## config.mk

```make
export PLATFORM = sky130hd
export DESIGN_NAME = fetch_unit
export DESIGN_NICKNAME = d
export VERILOG_FILES = /design/src/rtl/fetch_unit_pkg.sv /design/src/rtl/fetch_fifo.sv /design/src/rtl/fetch_unit.sv
export SDC_FILE = /design/constraint.sdc
export NUM_CORES = 1
export LEC_CHECK = 0
export ABC_CLOCK_PERIOD_IN_PS = 4460
export CAP_MARGIN = 15
export CORE_MARGIN = 4
export CORE_UTILIZATION = 30
export CTS_BUF_LIST = sky130_fd_sc_hd__clkbuf_8
export DETAILED_ROUTE_END_ITERATION = 12
export SLEW_MARGIN = 10
export SYNTH_ARGS = -nofsm -noshare
export SYNTH_HDL_FRONTEND = slang
export SYNTH_HIERARCHICAL = 1
export SYNTH_SLANG_ARGS = --single-unit
```

## constraint.sdc

```tcl
create_clock -name i_clk -period 4.46 [get_ports i_clk]
set_input_delay 0.669 -clock i_clk [delete_from_list [all_inputs] [get_ports i_clk]]
set_output_delay 0.669 -clock i_clk [all_outputs]
set_load 0.02 [all_outputs]
```

## src/rtl/fetch_unit_pkg.sv

```systemverilog
// Shared constants for the instruction-fetch stage.
//   INST_BYTES       : bytes per instruction word (PC stride)
//   DEFAULT_RESET_PC : default reset PC when the parent does not override it
//   cnt_width()      : width of a counter that must hold 0..depth inclusive
package fetch_unit_pkg;

  localparam int unsigned INST_BYTES       = 4;
  localparam logic [31:0] DEFAULT_RESET_PC = 32'h0000_0000;

  function automatic int unsigned cnt_width(input int unsigned depth);
    return $clog2(depth + 1);
  endfunction

endpackage

```

## src/rtl/fetch_fifo.sv

```systemverilog
// Synchronous prefetch FIFO holding {pc, inst} entries for the fetch stage.
//   i_clk, i_rst_n : clock and synchronous active-low reset
//   push, wdata    : write one entry (caller guarantees not full)
//   pop            : retire the head entry (caller guarantees not empty)
//   clear          : drop all entries (used on branch redirect)
//   rdata          : head entry, valid whenever !empty
//   full, empty, count : occupancy status
module fetch_fifo
  import fetch_unit_pkg::*;
#(
  parameter int unsigned WIDTH = 64,
  parameter int unsigned DEPTH = 4
) (
  input  logic                            i_clk,
  input  logic                            i_rst_n,
  input  logic                            push,
  input  logic                            pop,
  input  logic                            clear,
  input  logic [WIDTH-1:0]                wdata,
  output logic [WIDTH-1:0]                rdata,
  output logic                            full,
  output logic                            empty,
  output logic [cnt_width(DEPTH)-1:0]     count
);

  localparam int unsigned AW = $clog2(DEPTH);
  localparam int unsigned CW = cnt_width(DEPTH);

  logic [WIDTH-1:0] mem [DEPTH];
  logic [AW-1:0]    rd_ptr;
  logic [AW-1:0]    wr_ptr;

  // Pointers wrap naturally because DEPTH is a power of two.
  always_ff @(posedge i_clk) begin
    if (!i_rst_n || clear) begin
      rd_ptr <= '0;
      wr_ptr <= '0;
      count  <= '0;
    end else begin
      if (push) wr_ptr <= wr_ptr + AW'(1);
      if (pop)  rd_ptr <= rd_ptr + AW'(1);
      count <= count + CW'(push) - CW'(pop);
    end
  end

  // Storage needs no reset; occupancy is tracked by count.
  always_ff @(posedge i_clk) begin
    if (push && !clear) mem[wr_ptr] <= wdata;
  end

  assign rdata = mem[rd_ptr];
  assign full  = (count == CW'(DEPTH));
  assign empty = (count == '0);

endmodule

```

## src/rtl/fetch_unit.sv

```systemverilog
// Clocked instruction-fetch stage with its own PC, up to DEPTH in-order
// outstanding memory requests and a prefetch FIFO feeding decode.
//   i_clk, i_rst_n                : clock, synchronous active-low reset
//   i_b_taken, i_b_pc             : branch redirect strobe and target
//   o_mem_req_valid/_addr, i_mem_req_ready : request channel to instruction memory
//   i_mem_resp_valid/_data        : in-order response, one per accepted request
//   o_valid, i_ready              : decode-side handshake
//   o_pc, o_inst, o_pc_next       : head entry (zero when the FIFO is empty)
module fetch_unit
  import fetch_unit_pkg::*;
#(
  parameter int unsigned      XLEN     = 32,
  parameter logic [XLEN-1:0]  RESET_PC = XLEN'(DEFAULT_RESET_PC),
  parameter int unsigned      DEPTH    = 4
) (
  input  logic            i_clk,
  input  logic            i_rst_n,
  input  logic            i_b_taken,
  input  logic [XLEN-1:0] i_b_pc,
  output logic            o_mem_req_valid,
  input  logic            i_mem_req_ready,
  output logic [XLEN-1:0] o_mem_req_addr,
  input  logic            i_mem_resp_valid,
  input  logic [XLEN-1:0] i_mem_resp_data,
  output logic            o_valid,
  input  logic            i_ready,
  output logic [XLEN-1:0] o_pc,
  output logic [XLEN-1:0] o_inst,
  output logic [XLEN-1:0] o_pc_next
);

  localparam int unsigned     CW   = cnt_width(DEPTH);
  localparam int unsigned     EW   = 2 * XLEN;
  localparam logic [XLEN-1:0] STEP = XLEN'(INST_BYTES);

  logic [XLEN-1:0] fetch_pc;
  logic [XLEN-1:0] resp_pc;
  logic [CW-1:0]   outstanding;
  logic [CW-1:0]   drop;

  logic [CW-1:0]   fifo_count;
  logic            fifo_empty;
  logic            fifo_full;
  logic [EW-1:0]   fifo_rdata;

  logic            credit_ok;
  logic            req_fire;
  logic            resp_fire;
  logic            push;
  logic            pop;
  logic            head_vis;
  logic [XLEN-1:0] head_pc;

  // Issue only while every possible response is guaranteed a FIFO slot.
  assign credit_ok = (({1'b0, fifo_count} + {1'b0, outstanding}) < (CW+1)'(DEPTH));

  assign o_mem_req_valid = i_rst_n && !i_b_taken && credit_ok;
  assign o_mem_req_addr  = i_rst_n ? fetch_pc : RESET_PC;
  assign req_fire        = o_mem_req_valid && i_mem_req_ready;

  // A response with nothing outstanding is a protocol violation and is ignored.
  assign resp_fire = i_mem_resp_valid && (outstanding != '0);
  assign push      = resp_fire && (drop == '0) && !i_b_taken && !fifo_full;

  assign head_vis  = i_rst_n && !fifo_empty;
  assign o_valid   = head_vis && !i_b_taken;
  assign pop       = o_valid && i_ready;

  assign head_pc   = fifo_rdata[EW-1:XLEN];
  assign o_pc      = head_vis ? head_pc               : '0;
  assign o_inst    = head_vis ? fifo_rdata[XLEN-1:0]  : '0;
  assign o_pc_next = head_vis ? head_pc + STEP        : '0;

  // PC tracking, in-flight accounting and stale-response drop counter.
  always_ff @(posedge i_clk) begin
    if (!i_rst_n) begin
      fetch_pc    <= RESET_PC;
      resp_pc     <= RESET_PC;
      outstanding <= '0;
      drop        <= '0;
    end else begin
      outstanding <= outstanding + CW'(req_fire) - CW'(resp_fire);
      if (i_b_taken) begin
        fetch_pc <= i_b_pc;
        resp_pc  <= i_b_pc;
        // Everything still in flight after this edge belongs to the old path.
        drop     <= outstanding - CW'(resp_fire);
      end else begin
        if (req_fire) fetch_pc <= fetch_pc + STEP;
        if (push)     resp_pc  <= resp_pc + STEP;
        if (resp_fire && (drop != '0)) drop <= drop - CW'(1);
      end
    end
  end

  fetch_fifo #(
    .WIDTH (EW),
    .DEPTH (DEPTH)
  ) u_fifo (
    .i_clk   (i_clk),
    .i_rst_n (i_rst_n),
    .push    (push),
    .pop     (pop),
    .clear   (i_b_taken),
    .wdata   ({resp_pc, i_mem_resp_data}),
    .rdata   (fifo_rdata),
    .full    (fifo_full),
    .empty   (fifo_empty),
    .count   (fifo_count)
  );

endmodule
```

# Yosys cells after proc, flatten, opt, wreduce, memory -nomap -nowiden
# Memory sizes are Yosys's and may differ from the RTL's. A register that Yosys moved wholly into a read port is not among the register bits.
# Cells that the tools add are included.
# op_classes
addsub	12
order_cmp	1
eq_ne	1
mux	14
reduce_logical	24
# ops
op	count
32-bit two-way mux	8
32-bit by 3-bit adder with 32-bit output, second input constant	3
1-bit logical AND	12
3-bit by 1-bit subtractor with 3-bit output	3
3-bit by 1-bit adder with 3-bit output	2
3-bit zero test	2
3-bit two-way mux	2
2-bit nonzero test	3
3-bit nonzero test	2
2-bit by 1-bit adder with 2-bit output, second input constant	2
3-bit by 3-bit adder with 4-bit output	1
1-bit zero test	4
4-bit by 3-bit < comparator with 1-bit output, second input constant	1
2-bit two-way mux	2
3-bit equality test, second input constant	1
3-bit by 1-bit subtractor with 3-bit output, second input constant	1
1-bit two-way mux	2
1-bit logical OR	1
# word_totals
ff_bits	77
ram_bits	256
out_inout_bits	130
n_memories	1
# memory_table
memory	words	width	rd	rd_ports_with_merged_regs	write_ports	line	rtl
u_fifo.mem	4	64	1	1	1	fetch_fifo.sv:29	logic [WIDTH-1:0] mem [DEPTH];

# Depth between registers and ports, before layout
# logic_depth
word_depth	8
mapped_depth	12

# Modules after synthesis
# The synthesis kept the hierarchy.
# modules_own_cells
mod	n_inst	cells_per_inst	area_per_inst_um2
fetch_fifo	1	381	9768.1
fetch_unit	1	687	5103.6

# Worst setup path before layout
# OpenSTA, ideal clock, no wires.
# synth_path
path_kind	reg-to-reg
start	register u_fifo.count[1]
end	memory u_fifo.mem[0][0], enable pin
setup_time_ps	429
arrival_time_ps	3044
t_required_ps	4031
slack_ps	987
path_stages_with_launch	8
n_path_buf	0
period_less_slack_ps	3473
path_cell_list	dfxtp_1 inv_1 and3_1 nor3b_1 nand2_1 nor2_1 nor2b_1 and2_1
# synth_via
elab_chain_len	6
# synth_rtl
element	line	rtl
start, declared	fetch_fifo.sv:23	output logic [cnt_width(DEPTH)-1:0] count
start signal, assigned	fetch_fifo.sv:42	count <= count + CW'(push) - CW'(pop);
3-bit equality test	fetch_fifo.sv:52	assign full = (count == CW'(DEPTH));
net fifo_full	fetch_unit.sv:43	logic fifo_full;
1-bit zero test	fetch_unit.sv:63	assign push = resp_fire && (drop == '0) && !i_b_taken && !fifo_full;
1-bit logical AND	fetch_unit.sv:63	
net push	fetch_unit.sv:49	logic push;
1-bit logical AND	fetch_fifo.sv:48	if (push && !clear) mem[wr_ptr] <= wdata;
1-bit two-way mux	fetch_fifo.sv:48	
1-bit two-way mux (not written as such)	fetch_fifo.sv:48	
end, declared	fetch_fifo.sv:29	
# The timed path passes the listed nets, and every way through them passes these cells.

==> impl_metrics.json <==
{
  "status": "finished, final reports clean",
  "worst-setup-path-type": "reg2out",
  "final_common_cell": "edfxtp_1",
  "antenna_found_initial": 1,
  "yosysWarnings": 6,
  "final-hold-violation-count": 0,
  "synthCells": 1068,
  "htreeDepth": 2,
  "core-area_um2": 49000,
  "drive_above_1_share_pct": 14.8,
  "ys_ff_latch": 335,
  "critPathCapture": "o_pc_next[30]",
  "drt-initial-drc-count": 605,
  "gp_congestion": 0.810,
  "dp_hpwl_um": 26100,
  "viasPerCell": 4.77,
  "drc_errors": 0,
  "hp-class": "in2reg",
  "ys.flop_type": "edfxtp_1",
  "r2r_slack_ps": 1300,
  "dr.pass1.iters": 5,
  "ir_worst_vdd_mv": 0.165,
  "nFillCells": 4684,
  "leakage_nw": 6.18,
  "die_y_um": 231,
  "cts_buffers": 56,
  "worstPathRequired_ps": 3790,
  "place_area_um2": 17700,
  "initial_core_util_pct": 30.4,
  "grt_overflow_total": 0,
  "syn2layout_area_growth_pct": 27.0,
  "cts_hold_buffers": 0,
  "slowest_stage": "or4_1",
  "ys_seq_area_share_pct": 62.3,
  "ff2ff_path_depth": 10,
  "fp.dieW_um": 231,
  "setup_viol": 0,
  "synth_area_um2": 14900,
  "nets": 1400,
  "period_share_pct": 96.9,
  "pin_count": 200,
  "grt_pass1_vias": 9819,
  "path_cells": "buf_4 -> mux4_2 -> nand4_1 -> or4_1 -> nor3_1 -> mux2_2 -> clkdlybuf4s50_1",
  "r2r-end": "u_fifo/count[2]",
  "min_path_cells": 2,
  "clockBufferDepth": 3,
  "cts_sinks": 335,
  "cts_tree": "yes",
  "grt_use_total_pct": 14.0,
  "syn_area_per_cell_um2": 13.9,
  "grt_pass1_wl_um": 58100,
  "setup-tns-final_ps": 0,
  "maxSlewViolCount": 0,
  "clock_latency_ps": 620,
  "tightest_slew_ps": 867,
  "layout_common_cells": "256 x edfxtp_1, 195 x clkdlybuf4s50_1, 96 x and2_1",
  "synth-edff-count": 256,
  "worstPathArrival_ps": 3650,
  "wl_um": 37700,
  "ant_nets": 0,
  "cpPeakStageDelay_ps": 600,
  "synth_cell_types": 52,
  "routedWlPerCell_um": 18.7,
  "vias": 9632,
  "syn_nets": 1157,
  "path_max_fanout": 7,
  "dp_slack_ps": 459,
  "clk_transition_reported_paths_ps": 60,
  "period_needed_ps": 4320,
  "rows": 81,
  "final_area_um2": 18900,
  "synthArstFlopShare_pct": 0,
  "grt_max_degree": 68,
  "power_density_nw_per_um2": 364,
  "io_buffers": 199,
  "maxCapViolCount": 0,
  "finalWorstSetupSlack_ps": 140,
  "endpoint_kind": "output pin",
  "total_power_mw": 6.87,
  "reg2reg_from": "u_fifo/count[1]",
  "ctsRootBufferMaster": "clkbuf_8",
  "slew_headroom_pct": 42.1,
  "skew_ps": 21.6,
  "fp.dieArea_um2": 53200,
  "critPathLaunchType": "register",
  "fmax_mhz": 231,
  "rsz0062_at_grt": "no",
  "num_antenna_cells": 0
}
## metrics by stage
stage	hold WS (ps)	utilization, %	cells
2_1_floorplan	432	-	1068
3_3_place_gp	441	36.1	1908
3_5_place_dp	457	36.1	1908
4_1_cts	290	38.5	2019
5_1_grt	333	38.6	2021
6_report	353	38.6	2021
## where the power goes
| group | leakage, nW | internal (mW) | switching (mW) |
|---|---|---|---|
| Clock | 0.617 | 1.43 | 1.22 |
| Combinational | 2.58 | 0.298 | 0.346 |
| Sequential | 2.98 | 3.47 | 0.108 |
## worst min path at each step
stage | from | end | slack [ps]
finish | i_rst_n | drop[1] | 350
global placement | fetch_pc[0] | fetch_pc[0] | 440
global route | i_rst_n | drop[1] | 330
detailed placement | fetch_pc[1] | fetch_pc[1] | 460
floorplan | fetch_pc[0] | fetch_pc[0] | 430
CTS | i_rst_n | drop[1] | 290
## critical path, delay by kind of cell (launching register included)
| kind | cells | cell delay [ps] |
|---|---|---|
| buf+inv | 2 | 740 |
| flops | 1 | 370 |
| mux | 2 | 820 |
| simple gates | 3 | 1110 |
## registers in the layout, summed over array words and instances (netlist names), named ones only
| name | cells |
|---|---|
| drop | 3 |
| u_fifo/count | 3 |
| u_fifo/mem | 256 |
| outstanding | 3 |
| u_fifo/rd_ptr | 2 |
| resp_pc | 32 |
| fetch_pc | 32 |
| u_fifo/wr_ptr | 2 |
## cell type report
cell class	count	area (um2)	area share (%)
Clock inverter	47	317	1.68
Clock buffer	57	785	4.16
Timing Repair Buffer	243	2390	12.6
Multi-Input combinational cell	646	5180	27.4
Sequential cell	335	9280	49.1
Inverter	29	109	0.577
Tap cell	664	831	4.40
## synth_stat cells, drive strengths merged, types with 2 or more instances
cell | n | share of area [%]
nand3 | 37 | 1.3
mux2i | 4 | 0.27
a211oi | 6 | 0.30
o31ai | 6 | 0.30
or3 | 10 | 0.42
a311oi | 2 | 0.12
and2 | 100 | 4.2
fa | 2 | 0.27
ha | 17 | 1.4
and4 | 5 | 0.29
nor3b | 2 | 0.10
nand2b | 2 | 0.084
or2 | 2 | 0.084
a31oi | 9 | 0.38
nor4b | 2 | 0.32
a21oi | 53 | 1.8
clkbuf | 37 | 0.94
a21o | 3 | 0.15
nor3 | 24 | 0.81
or4 | 6 | 0.30
nor2 | 61 | 1.5
nand2 | 39 | 0.98
nor4 | 19 | 0.80
o31a | 2 | 0.12
xor2 | 31 | 1.8
mux4 | 64 | 9.8
o21a | 3 | 0.15
mux2 | 2 | 0.15
xnor2 | 37 | 2.2
dfxtp | 79 | 11
buf | 21 | 1.5
edfxtp | 256 | 52
inv | 29 | 0.73
and3 | 14 | 0.59
nor2b | 4 | 0.17
o21ai | 37 | 1.2
nand4 | 33 | 1.4
## metal layers
| metal | part of all wire [%] | GRT usage (%) | up-vias |
|---|---|---|---|
| met1 | 47 | 20.4 | 4734 |
| met2 | 44 | 21.0 | 298 |
| met4 | 2.2 | 4.27 | 0 |
| li1 | - | - | 4539 |
| met5 | 0 | 0 | - |
| met3 | 6.6 | 3.05 | 61 |
## cell families (layout without fill, tap and decap cells)
kind of cell    count (synthesis)  in the layout  share of synthesized area, %
simple gates                  363            363                          13.6
flops                         335            335                          62.3
compound gates                125            125                          4.80
buf+inv                        87            376                          3.19
mux                            70             70                          10.2
xor+xnor                       69             69                          4.16
fa+ha+maj                      19             19                          1.70
## repair_timing
| item | CTS | global route |
|---|---|---|
| gates resized for setup | 4 | 6 |
| setup endpoints to repair | 12 | 6 |
| setup buffers | 7 | 2 |
| hold endpoints to repair | 0 | 0 |
| pin swaps | 1 | 1 |
| cloned | 0 | 0 |
Power figures use the tool's default switching activity.
